**config.mk**
```make
export PLATFORM = sky130hd
export DESIGN_NAME = rrf_tag_allocator
export DESIGN_NICKNAME = d
export VERILOG_FILES = /design/src/rtl/rrf_tag_allocator_pkg.sv /design/src/rtl/rrf_tag_allocator.sv
export SDC_FILE = /design/constraint.sdc
export NUM_CORES = 1
export LEC_CHECK = 0
export ABC_CLOCK_PERIOD_IN_PS = 12700
export CORE_ASPECT_RATIO = 1.4
export CORE_MARGIN = 8
export CORE_UTILIZATION = 51
export DETAILED_ROUTE_END_ITERATION = 10
export PLACE_DENSITY = 0.86
export SKIP_LAST_GASP = 1
export SLEW_MARGIN = 20
export SYNTH_ARGS = -nofsm -noshare
export SYNTH_HDL_FRONTEND = slang
export SYNTH_SLANG_ARGS = --single-unit
```
**constraint.sdc**
```tcl
create_clock -name clk -period 12.7 [get_ports clk]
set_clock_uncertainty 0.1 [all_clocks]
set_input_delay 3.81 -clock clk [delete_from_list [all_inputs] [get_ports clk]]
set_output_delay 3.81 -clock clk [all_outputs]
set_load 0.01 [all_outputs]
```
**src/rtl/rrf_tag_allocator_pkg.sv**
```systemverilog
// Shared sizing for the rename register file tag allocator.
// RRF_NUM must stay a power of two so tag arithmetic wraps by truncation.
package rrf_tag_allocator_pkg;

  localparam int RRF_NUM    = 64;
  localparam int RRF_SEL    = 6;
  localparam int RRF_FREE_W = RRF_SEL + 1;

  typedef logic [RRF_SEL-1:0]    rrf_tag_t;
  typedef logic [RRF_FREE_W-1:0] rrf_cnt_t;

  // Tag addition around the circular buffer; relies on RRF_NUM being 2**RRF_SEL.
  function automatic rrf_tag_t tag_add(input rrf_tag_t a, input rrf_tag_t b);
    return a + b;
  endfunction

endpackage

```
**src/rtl/rrf_tag_allocator.sv**
```systemverilog
// RRF tag allocator: hands out up to two tags per cycle to dispatch, reclaims
// up to two per cycle at in-order commit, and rolls back on a mispredict.
// Grants are combinational on registered state; all state moves on the clk edge.
module rrf_tag_allocator
  import rrf_tag_allocator_pkg::*;
(
  input  logic               clk,
  input  logic               reset,
  input  logic               dpreq1,
  input  logic               dpreq2,
  output logic [RRF_SEL-1:0] dptag1,
  output logic [RRF_SEL-1:0] dptag2,
  output logic               dpen1,
  output logic               dpen2,
  output logic               stall,
  input  logic               com1en,
  input  logic               com2en,
  output logic [RRF_SEL-1:0] com1tag,
  output logic [RRF_SEL-1:0] com2tag,
  input  logic               prmiss,
  input  logic [RRF_SEL-1:0] prmiss_tag,
  output logic [RRF_SEL:0]   freenum,
  output logic [RRF_SEL-1:0] alloc_ptr_o
);

  rrf_tag_t alloc_ptr;
  rrf_tag_t com_ptr;
  rrf_cnt_t free_cnt;

  logic [1:0] reqnum;
  logic [1:0] comnum;
  logic [1:0] allocnum;
  logic       fire;
  rrf_tag_t   com_ptr_next;
  rrf_tag_t   miss_dist;   // branch distance from the post-commit head
  rrf_tag_t   miss_age;    // branch distance from the current head
  rrf_cnt_t   live_cnt;

  // Grant decision and tag selection from registered pointers only; tags
  // released by this cycle's commit are not visible until next cycle.
  always_comb begin
    reqnum       = {1'b0, dpreq1} + {1'b0, dpreq2};
    comnum       = {1'b0, com1en} + {1'b0, com2en};
    stall        = (rrf_cnt_t'(reqnum) > free_cnt) | prmiss;
    fire         = (reqnum != 2'd0) & ~stall;
    dpen1        = dpreq1 & fire;
    dpen2        = dpreq2 & fire;
    allocnum     = {1'b0, dpen1} + {1'b0, dpen2};
    dptag1       = alloc_ptr;
    dptag2       = tag_add(alloc_ptr, rrf_tag_t'(dpreq1));
    com1tag      = com_ptr;
    com2tag      = tag_add(com_ptr, rrf_tag_t'(1));
    com_ptr_next = tag_add(com_ptr, rrf_tag_t'(comnum));
    miss_dist    = prmiss_tag - com_ptr_next;
    miss_age     = prmiss_tag - com_ptr;
    live_cnt     = rrf_cnt_t'(RRF_NUM) - free_cnt;
    freenum      = free_cnt;
    alloc_ptr_o  = alloc_ptr;
  end

  // Pointer and free-count update; a mispredict truncates the buffer just
  // past the branch, while same-cycle commits still advance the head.
  always_ff @(posedge clk) begin
    if (reset) begin
      alloc_ptr <= '0;
      com_ptr   <= '0;
      free_cnt  <= rrf_cnt_t'(RRF_NUM);
    end else begin
      com_ptr <= com_ptr_next;
      if (prmiss) begin
        alloc_ptr <= tag_add(prmiss_tag, rrf_tag_t'(1));
        free_cnt  <= rrf_cnt_t'(RRF_NUM - 1) - rrf_cnt_t'(miss_dist);
      end else begin
        alloc_ptr <= tag_add(alloc_ptr, rrf_tag_t'(allocnum));
        free_cnt  <= free_cnt - rrf_cnt_t'(allocnum) + rrf_cnt_t'(comnum);
      end
    end
  end

  // Commits are in order: the second slot only retires alongside the first.
  a_com_order : assert property (@(posedge clk) disable iff (reset)
    com2en |-> com1en);

  // Cannot retire more entries than are live.
  a_com_live : assert property (@(posedge clk) disable iff (reset)
    rrf_cnt_t'(comnum) <= live_cnt);

  // A mispredicted branch must be live and must survive this cycle's commits.
  a_miss_live : assert property (@(posedge clk) disable iff (reset)
    prmiss |-> ((rrf_cnt_t'(miss_age) < live_cnt) && (miss_age >= rrf_tag_t'(comnum))));

endmodule

```
# == After elaboration in Yosys (flattened, before gate mapping) ==
# Index checks and enable logic that the tools add are counted.
# classes
addsub,12
n_mul,0
div,0
magnitude_cmp,1
n_eq_ne,0
n_shift,0
mux,2
bitwise,5
reduce_logical,1
# op_table
operator,n
$add A6 B1 Y6 const B,2
$add A6 B2 Y6,2
$add A7 B2 Y7,1
$gt A2 B7 Y1,1
$mux W7,1
$sub A6 B6 Y7 const A,1
$sub A7 B2 Y7,1
$add A1 B1 Y2,3
$add A6 B1 Y6,1
$mux W6,1
$sub A6 B6 Y6,1
$and A1 B1 Y1,3
$reduce_bool A2 Y1,1
$not A1 Y1,1
$or A1 B1 Y1,1
# totals
reg_bits,19
latchBits,0
mem_bits_rw,0
mem_bits_ro,0
inputBits,13
output_inout_bits,40
mem_count,0

# == Longest topological paths before layout ==
# Gate-level depths: netlist of run 1.
# logic_depth
ltp_word,10
depth_mapped,18
mapped_depth_nobuf,18

# == Worst setup path after synthesis of run 1 ==
# No wires, ideal clock.
# synth_timing
path_kind,input-to-output
from,input dpreq1
to,output dpen2
arrival_ns,5.300
t_required_ns,8.790
path_slack_ns,3.490
cell_stages,8
path_buffers,0
cell_sequence,inv_1 ha_1 inv_1 ha_1 nand4_1 nor2_1 o41ai_1 nor3_1
# synth_via
elab_chain_len,6
word_cells_on_any_way,7
# synth_lines
item,line,text
from (decl),rrf_tag_allocator.sv:9,"input logic dpreq1,"
$add A1 B1 Y2,rrf_tag_allocator.sv:42,"reqnum = {1'b0, dpreq1} + {1'b0, dpreq2};"
$gt A2 B7 Y1,rrf_tag_allocator.sv:44,stall = (rrf_cnt_t'(reqnum) > free_cnt) | prmiss;
$or A1 B1 Y1,rrf_tag_allocator.sv:44,
named net stall,rrf_tag_allocator.sv:15,"output logic stall,"
$not A1 Y1,rrf_tag_allocator.sv:45,fire = (reqnum != 2'd0) & ~stall;
$and A1 B1 Y1,rrf_tag_allocator.sv:45,
$and A1 B1 Y1,rrf_tag_allocator.sv:47,dpen2 = dpreq2 & fire;
to (decl),rrf_tag_allocator.sv:14,"output logic dpen2,"
# The timed path passes the listed nets, and every way through them passes these cells.

# == Worst setup path after layout of run 1 ==
# layout_timing
from,input dpreq1
to,output dpen2
# layout_via
elab_chain_len,6
word_cells_on_any_way,7
# layout_lines
item,line
$add A1 B1 Y2 (*),rrf_tag_allocator.sv:42
$gt A2 B7 Y1,rrf_tag_allocator.sv:44
$or A1 B1 Y1,rrf_tag_allocator.sv:44
$not A1 Y1,rrf_tag_allocator.sv:45
$and A1 B1 Y1 (*),rrf_tag_allocator.sv:45
$and A1 B1 Y1 (*),rrf_tag_allocator.sv:47
# Mark *: on every way between the ends. The rest lies on a longest branch, timed or not.

==> results.md, run 1 <==
- PD cells: 140 nW/um^2
- Multi-input gate area: 1190 sq um
- Clk sinks: 19
- Gr usage total: 15.1%
- Initial DRT Pass Iterations: 4
- Vias per inst: 5.29
- Vias in the first global route: 1533
- Fraction of layout cells with a size suffix above 1: 2.44%
- Detailed Place HPWL: 3410 um
- Clock network power share: 13.7%
- 1st-iter DRT viols: 23
- CTS Buffer Depth: 2
- CTS tree: yes
- Htree depth: 1
- Starting Density: 52.7%
- Synth Cell Area: 1770 sq um
- P_leak: 1.04 nW
- Setup TNS: 0 ns
- FP Rows: 25
- Post-Synthesis Cells: 202
- Crit Path Max Fanout: 3
- DRT antenna net count: 0
- Ys async rst share: 0%
- Inst Count DP: 282
- Top delay family on crit path: buffers and inverters
- Setup Buffers After CTS: 0
- P&R area growth vs syn: 29.5%
- Die area: 5630 sq um
- #FFs+latches synth: 19
- Gpl congestion: 0.825
- Setup-violating endpoint count in the final report: 0
- WL final: 4110 um
- Worst Path Arrival: 6.21 ns
- Fmax: 98.8 MHz
- Crit start category: primary input
- Skew-Pair Late Insertion Delay: 0.26 ns
- Logic pwr share: 59.8%
- Status: complete, no violations
- Net Switching: 128 uW
- Worst Max-Slew Pin Slew: 0.776 ns
- CP Capture Type: primary output
- Hold_buf cts: 0
- Nets: 295
- Ant. Diodes: 0
- Post-synthesis average cell area: 8.74 sq um
- Final hold violation count: 0
- PostCTS Resize Cnt: 0
- Worst EP required: 8.79 ns
- Drt drc: 0
- Max Cap Viol: 0
- Non-Filler Instances: 286
- Detailed-route via count: 1513
- Syn_nets: 250
- Register area share after synthesis: 21.5%
- I/O pin cnt: 53
- Pins Over Slew Limit: 0
- Rel. slew slack: 48.1%
- Grt ovf: 0
- Post-DR wirelength/cell: 14.4 um
- First-pass GRT wire length: 6870 um
- Initial antenna violation count: 0
- Core footprint: 3350 sq um
- Largest net degree at the start of global routing: 23
- Die Height: 85.6 um
- Largest stage delay, worst path: 0.52 ns
- Pwr Total: 320 uW
- Worst Path Class, Setup: in2out
- Worst Path Buf+Inv: 4
- CTS clk-pin slew, worst paths: 0.07 ns
- FF+latch area: 380 sq um
- Fill cells: 279
- Slowest stage cell, crit path: clkdlybuf4s50_1
- Die X-Extent: 65.7 um
- Yosys synthesis warning count: 0
- RSZ-0062 raised after global routing: no
- EDFF count, synth: 0
- IO Port Bufs: 52
- Sequential share of power: 26.5%
- Num CTS Buffers: 3
- Fin crit share: 79.7%
- Worst VDD drop: 0.0952 mV
- Internal power: 192 uW
- Root buffer cell: clkbuf_8
- Switch share: 40.0%
- Yosys cell types: 34
- Cell Chain, Critical Path: clkdlybuf4s50_1 > inv_1 > ha_1 > inv_1 > ha_1 > nand4_1 > nor2_1 > o41ai_1 > nor3_1 > clkdlybuf4s50_1
- Post-route minimum period: 10.12 ns
- Top FF cell, synth: dfxtp_1
- Hold/Removal Path Class: reg2reg
## cells in the mapped netlist (2+ instances only)
| cell type | instances | area, sq um |
|---|---|---|
| inv_1 | 27 | 101 |
| nor2_1 | 23 | 86.3 |
| a21o_1 | 5 | 37.5 |
| a211oi_1 | 5 | 37.5 |
| mux2i_1 | 4 | 40.0 |
| dfxtp_1 | 19 | 380 |
| clkbuf_1 | 2 | 7.51 |
| fa_1 | 5 | 100 |
| nand3_1 | 9 | 45.0 |
| xor2_1 | 13 | 114 |
| nand2_1 | 7 | 26.3 |
| o31ai_1 | 2 | 15.0 |
| a21oi_1 | 8 | 40.0 |
| nor3_1 | 4 | 20.0 |
| clkbuf_8 | 2 | 27.5 |
| nor2b_1 | 2 | 12.5 |
| buf_4 | 6 | 45.0 |
| nand4_1 | 2 | 12.5 |
| xnor2_1 | 13 | 114 |
| ha_1 | 30 | 375 |
## metal layers
| layer | global-route usage (%) | wire (um) | up-vias |
|---|---|---|---|
| li1 | - | - | 760 |
| met1 | 15.3 | 1580 | 706 |
| met2 | 27.6 | 2230 | 38 |
| met3 | 3.65 | 217 | 9 |
| met4 | 6.97 | 80 | 0 |
| met5 | 0 | 0 | - |
## sequential cells by signal (all words and copies together), names as in the netlist
name	cells
alloc_ptr_o	6
com1tag	6
freenum	7
## final timing paths
path | startpoint | endpoint | slack (ns) | cells after the start
setup reg to reg | freenum[1] | freenum[6] | 8.83 | 15
hold reg to reg | com1tag[5] | com1tag[5] | 0.51 | 2
hold / removal | com1tag[5] | com1tag[5] | 0.51 | 2
setup / recovery | dpreq1 | dpen2 | 2.58 | 10
## cells in the final DEF (no fill, tap or decap), drive strengths merged
cell type	instances
nand4	2
and3	1
clkbuf	3
a21o	5
nand3	9
o21bai	1
o41ai	1
or3b	1
nor3	4
and4	1
a311oi	1
clkdlybuf4s50	52
mux2i	4
nor2	23
xor2	13
inv	27
a221oi	1
nand2	7
clkinv	1
o21ai	1
a211oi	5
or4	1
o21a	1
fa	5
ha	30
nand4b	1
a21oi	8
o31ai	2
xnor3	1
xnor2	13
dfxtp	19
nor2b	2
## logic make-up (layout without fill, tap and decap cells)
| family | count (synthesis) | in the layout | synth area share (%) |
|---|---|---|---|
| DFF | 19 | 19 | 21.5 |
| and+or+nand+nor | 52 | 52 | 13.9 |
| muxes | 4 | 4 | 2.27 |
| buffers and inverters | 39 | 83 | 11.2 |
| adders and majority gates | 35 | 35 | 26.9 |
| AOI/OAI and AO/OA | 26 | 26 | 9.99 |
| xor gates and xnor gates | 27 | 27 | 14.2 |
## cell type report
cell class / instances / share of cell area, %
Multi-Input combinational cell: 144 / 51.9
Tap cell: 40 / 2.19
Sequential cell: 19 / 16.6
Clock inverter: 1 / 0.219
Timing Repair Buffer: 52 / 22.8
Inverter: 27 / 4.43
Clock buffer: 3 / 1.81
## worst reg2reg max path: cells and delay by family, from the launching register on
kind	cells	cell delay [ns]
compound gates	6	1.39
simple gates	1	0.14
buf+inv	2	0.12
xor+xnor	1	0.11
flops	1	0.33
fa+ha+maj	5	1.57
## power groups by stage
stage	logic (mW)	clock network [mW]	registers (mW)
6_report	0.192	0.0440	0.0848
3_3_place_gp	0.187	0	0.0856
2_1_floorplan	0.124	0	0.0888
4_1_cts	0.194	0.0440	0.0851
5_1_grt	0.216	0.0470	0.0868
3_5_place_dp	0.191	0	0.0864
## metrics by stage
step,utilization [%],area [sq um],setup slack [ns],hold slack [ns]
floorplan,-,1770,3.49,0.486
global placement,66.9,2240,2.59,0.464
detailed placement,66.9,2240,2.53,0.492
CTS,68.3,2290,2.52,0.515
global route,68.3,2290,2.37,0.531
finish,68.3,2290,2.58,0.508
No activity file was read; power rests on OpenSTA's default activity.
==> run 2: changes to the inputs <==
--- a/config.mk
+++ b/config.mk
@@ -5,12 +5,12 @@
 export SDC_FILE = /design/constraint.sdc
 export NUM_CORES = 1
 export LEC_CHECK = 0
-export ABC_CLOCK_PERIOD_IN_PS = 12700
+export ABC_CLOCK_PERIOD_IN_PS = 9100
 export CORE_ASPECT_RATIO = 1.4
 export CORE_MARGIN = 8
-export CORE_UTILIZATION = 51
+export CORE_UTILIZATION = 43
 export DETAILED_ROUTE_END_ITERATION = 10
-export PLACE_DENSITY = 0.86
+export PLACE_DENSITY = 0.77
 export SKIP_LAST_GASP = 1
 export SLEW_MARGIN = 20
 export SYNTH_ARGS = -nofsm -noshare
==> constraint.sdc (replaced) <==
create_clock -name clk -period 9.1 [get_ports clk]
set_clock_uncertainty 0.1 [all_clocks]
set_input_delay 2.73 -clock clk [delete_from_list [all_inputs] [get_ports clk]]
set_output_delay 2.73 -clock clk [all_outputs]
set_load 0.01 [all_outputs]
==> results.md, run 2 (synthesis gave the netlist of run 1 again) <==
- Inst Count DP: 286
- P&R area growth vs syn: 30.0%
- Reg-to-reg critical path endpoint: freenum[6]
- Post-route minimum period: 7.95 ns
- Reg2Reg Setup Slack: 5.30 ns
- Clk sinks: 19
- CTS clk-pin slew, worst paths: 0.07 ns
- First-pass GRT wire length: 7040 um
- Setup TNS: 0 ns
- Detailed Place HPWL: 3340 um
- Vias in the first global route: 1520
- Final hold violation count: 0
- Hold/Removal Path Class: reg2reg
- Detailed-route via count: 1489
- Worst VDD drop: 0.123 mV
- Die area: 6440 sq um
- Htree depth: 1
- Starting Density: 44.7%
- Nets: 296
- Ant. Diodes: 0
- PD cells: 193 nW/um^2
- P_leak: 1.05 nW
- Status: complete, no violations
- FF-to-FF Start: freenum[1]
- Gr usage total: 13.1%
- Max reg flops: 7
- Num CTS Buffers: 3
- Drt drc: 0
- Commonest non-fill, non-tap cell in the layout: clkdlybuf4s50_1
- Critical Path Source: dpreq1
- Crit Path Max Fanout: 3
- Grt ovf: 0
- Hold_buf cts: 0
- Die X-Extent: 70.2 um
- Vias per inst: 5.13
- FP Rows: 27
- CP Capture Type: primary output
- Fraction of layout cells with a size suffix above 1: 2.43%
- Pwr Total: 443 uW
- I/O pin cnt: 53
- Worst Path Arrival: 5.12 ns
- Skew-Pair Late Insertion Delay: 0.26 ns
- IO Port Bufs: 52
- Die Height: 91.8 um
- Pins Over Slew Limit: 0
- Most frequent cells in the layout: clkdlybuf4s50_1, ha_1, inv_1
- Initial DRT Pass Iterations: 2
- Worst R2R Path Depth: 14
- Setup-violating endpoint count in the final report: 0
- Worst Path Class, Setup: in2out
- CTS Buffer Depth: 2
- Largest net degree at the start of global routing: 23
- CTS tree: yes
- Fin crit share: 87.3%
- Non-Filler Instances: 290
- Setup Buffers After CTS: 0
- Crit start category: primary input
- Worst Max-Slew Pin Slew: 0.827 ns
- Crit path to: stall
- 1st-iter DRT viols: 26
- Post-DR wirelength/cell: 13.9 um
- Max Cap Viol: 0
- Root buffer cell: clkbuf_8
- Fmax: 126 MHz
- Core footprint: 3950 sq um
- WL final: 4040 um
- DRT antenna net count: 0
- Rel. slew slack: 44.7%
- Gpl congestion: 0.794
- Initial antenna violation count: 0
- Worst EP required: 6.27 ns
- RSZ-0062 raised after global routing: no
- PostCTS Resize Cnt: 0
-- run 2: changes by cell type in the layout (fill, tap and decap cells not counted), sizes merged --
cell and change:
buf +1, clkbuf +1, clkinv -1
-- run 2: how the worst min path moves through the flow --
stage | startpoint | end | slack [ns] | cells past startpoint
after floorplan | com1tag[5] | com1tag[5] | 0.49 | 2
after global placement | com1tag[5] | com1tag[5] | 0.47 | 2
after detailed placement | com1tag[5] | com1tag[5] | 0.49 | 2
after CTS | com1tag[5] | com1tag[5] | 0.51 | 2
after global routing | com1tag[5] | com1tag[5] | 0.55 | 2
final | com1tag[5] | com1tag[5] | 0.50 | 2
-- run 2: per-stage QoR --
step / utilization, % / hold WS (ns) / setup WS (ns) / area [sq um]
2_1_floorplan: - / 0.486 / 2.05 / 1770
3_3_place_gp: 56.9 / 0.475 / 1.21 / 2250
3_5_place_dp: 56.9 / 0.489 / 1.14 / 2250
4_1_cts: 58.1 / 0.508 / 1.12 / 2300
5_1_grt: 58.1 / 0.551 / 0.931 / 2300
6_report: 58.1 / 0.498 / 1.15 / 2300
-- run 2: final cells by class --
cell class | instances | area (sq um)
clock buffer | 4 | 45.0
fill | 362 | 1660
inverter | 27 | 101
multi-input combinational | 144 | 1190
sequential | 19 | 380
tap | 43 | 53.8
timing repair buffer | 53 | 528
-- run 2: worst max-delay path: stages --
cell             delay [ns]
clkdlybuf4s50_1        0.53
inv_1                  0.08
ha_1                   0.27
inv_1                  0.03
ha_1                   0.26
nand4_1                0.08
nor2_1                 0.04
o41ai_1                0.44
clkdlybuf4s50_1        0.64
-- run 2: power by group --
part	switching, mW	internal (mW)	leakage (nW)
Sequential	0.0179	0.101	0.157
Clock	0.0283	0.0311	0.0228
Combinational	0.128	0.137	0.865
Total	0.174	0.269	1.05
-- run 2: metal layers --
| layer | global-route usage [%] | part of all wire, % |
|---|---|---|
| met3 | 3.78 | 5.1 |
| met5 | 0 | 0 |
| met1 | 13.7 | 41 |
| met4 | 6.22 | 2.2 |
| met2 | 23.2 | 51 |
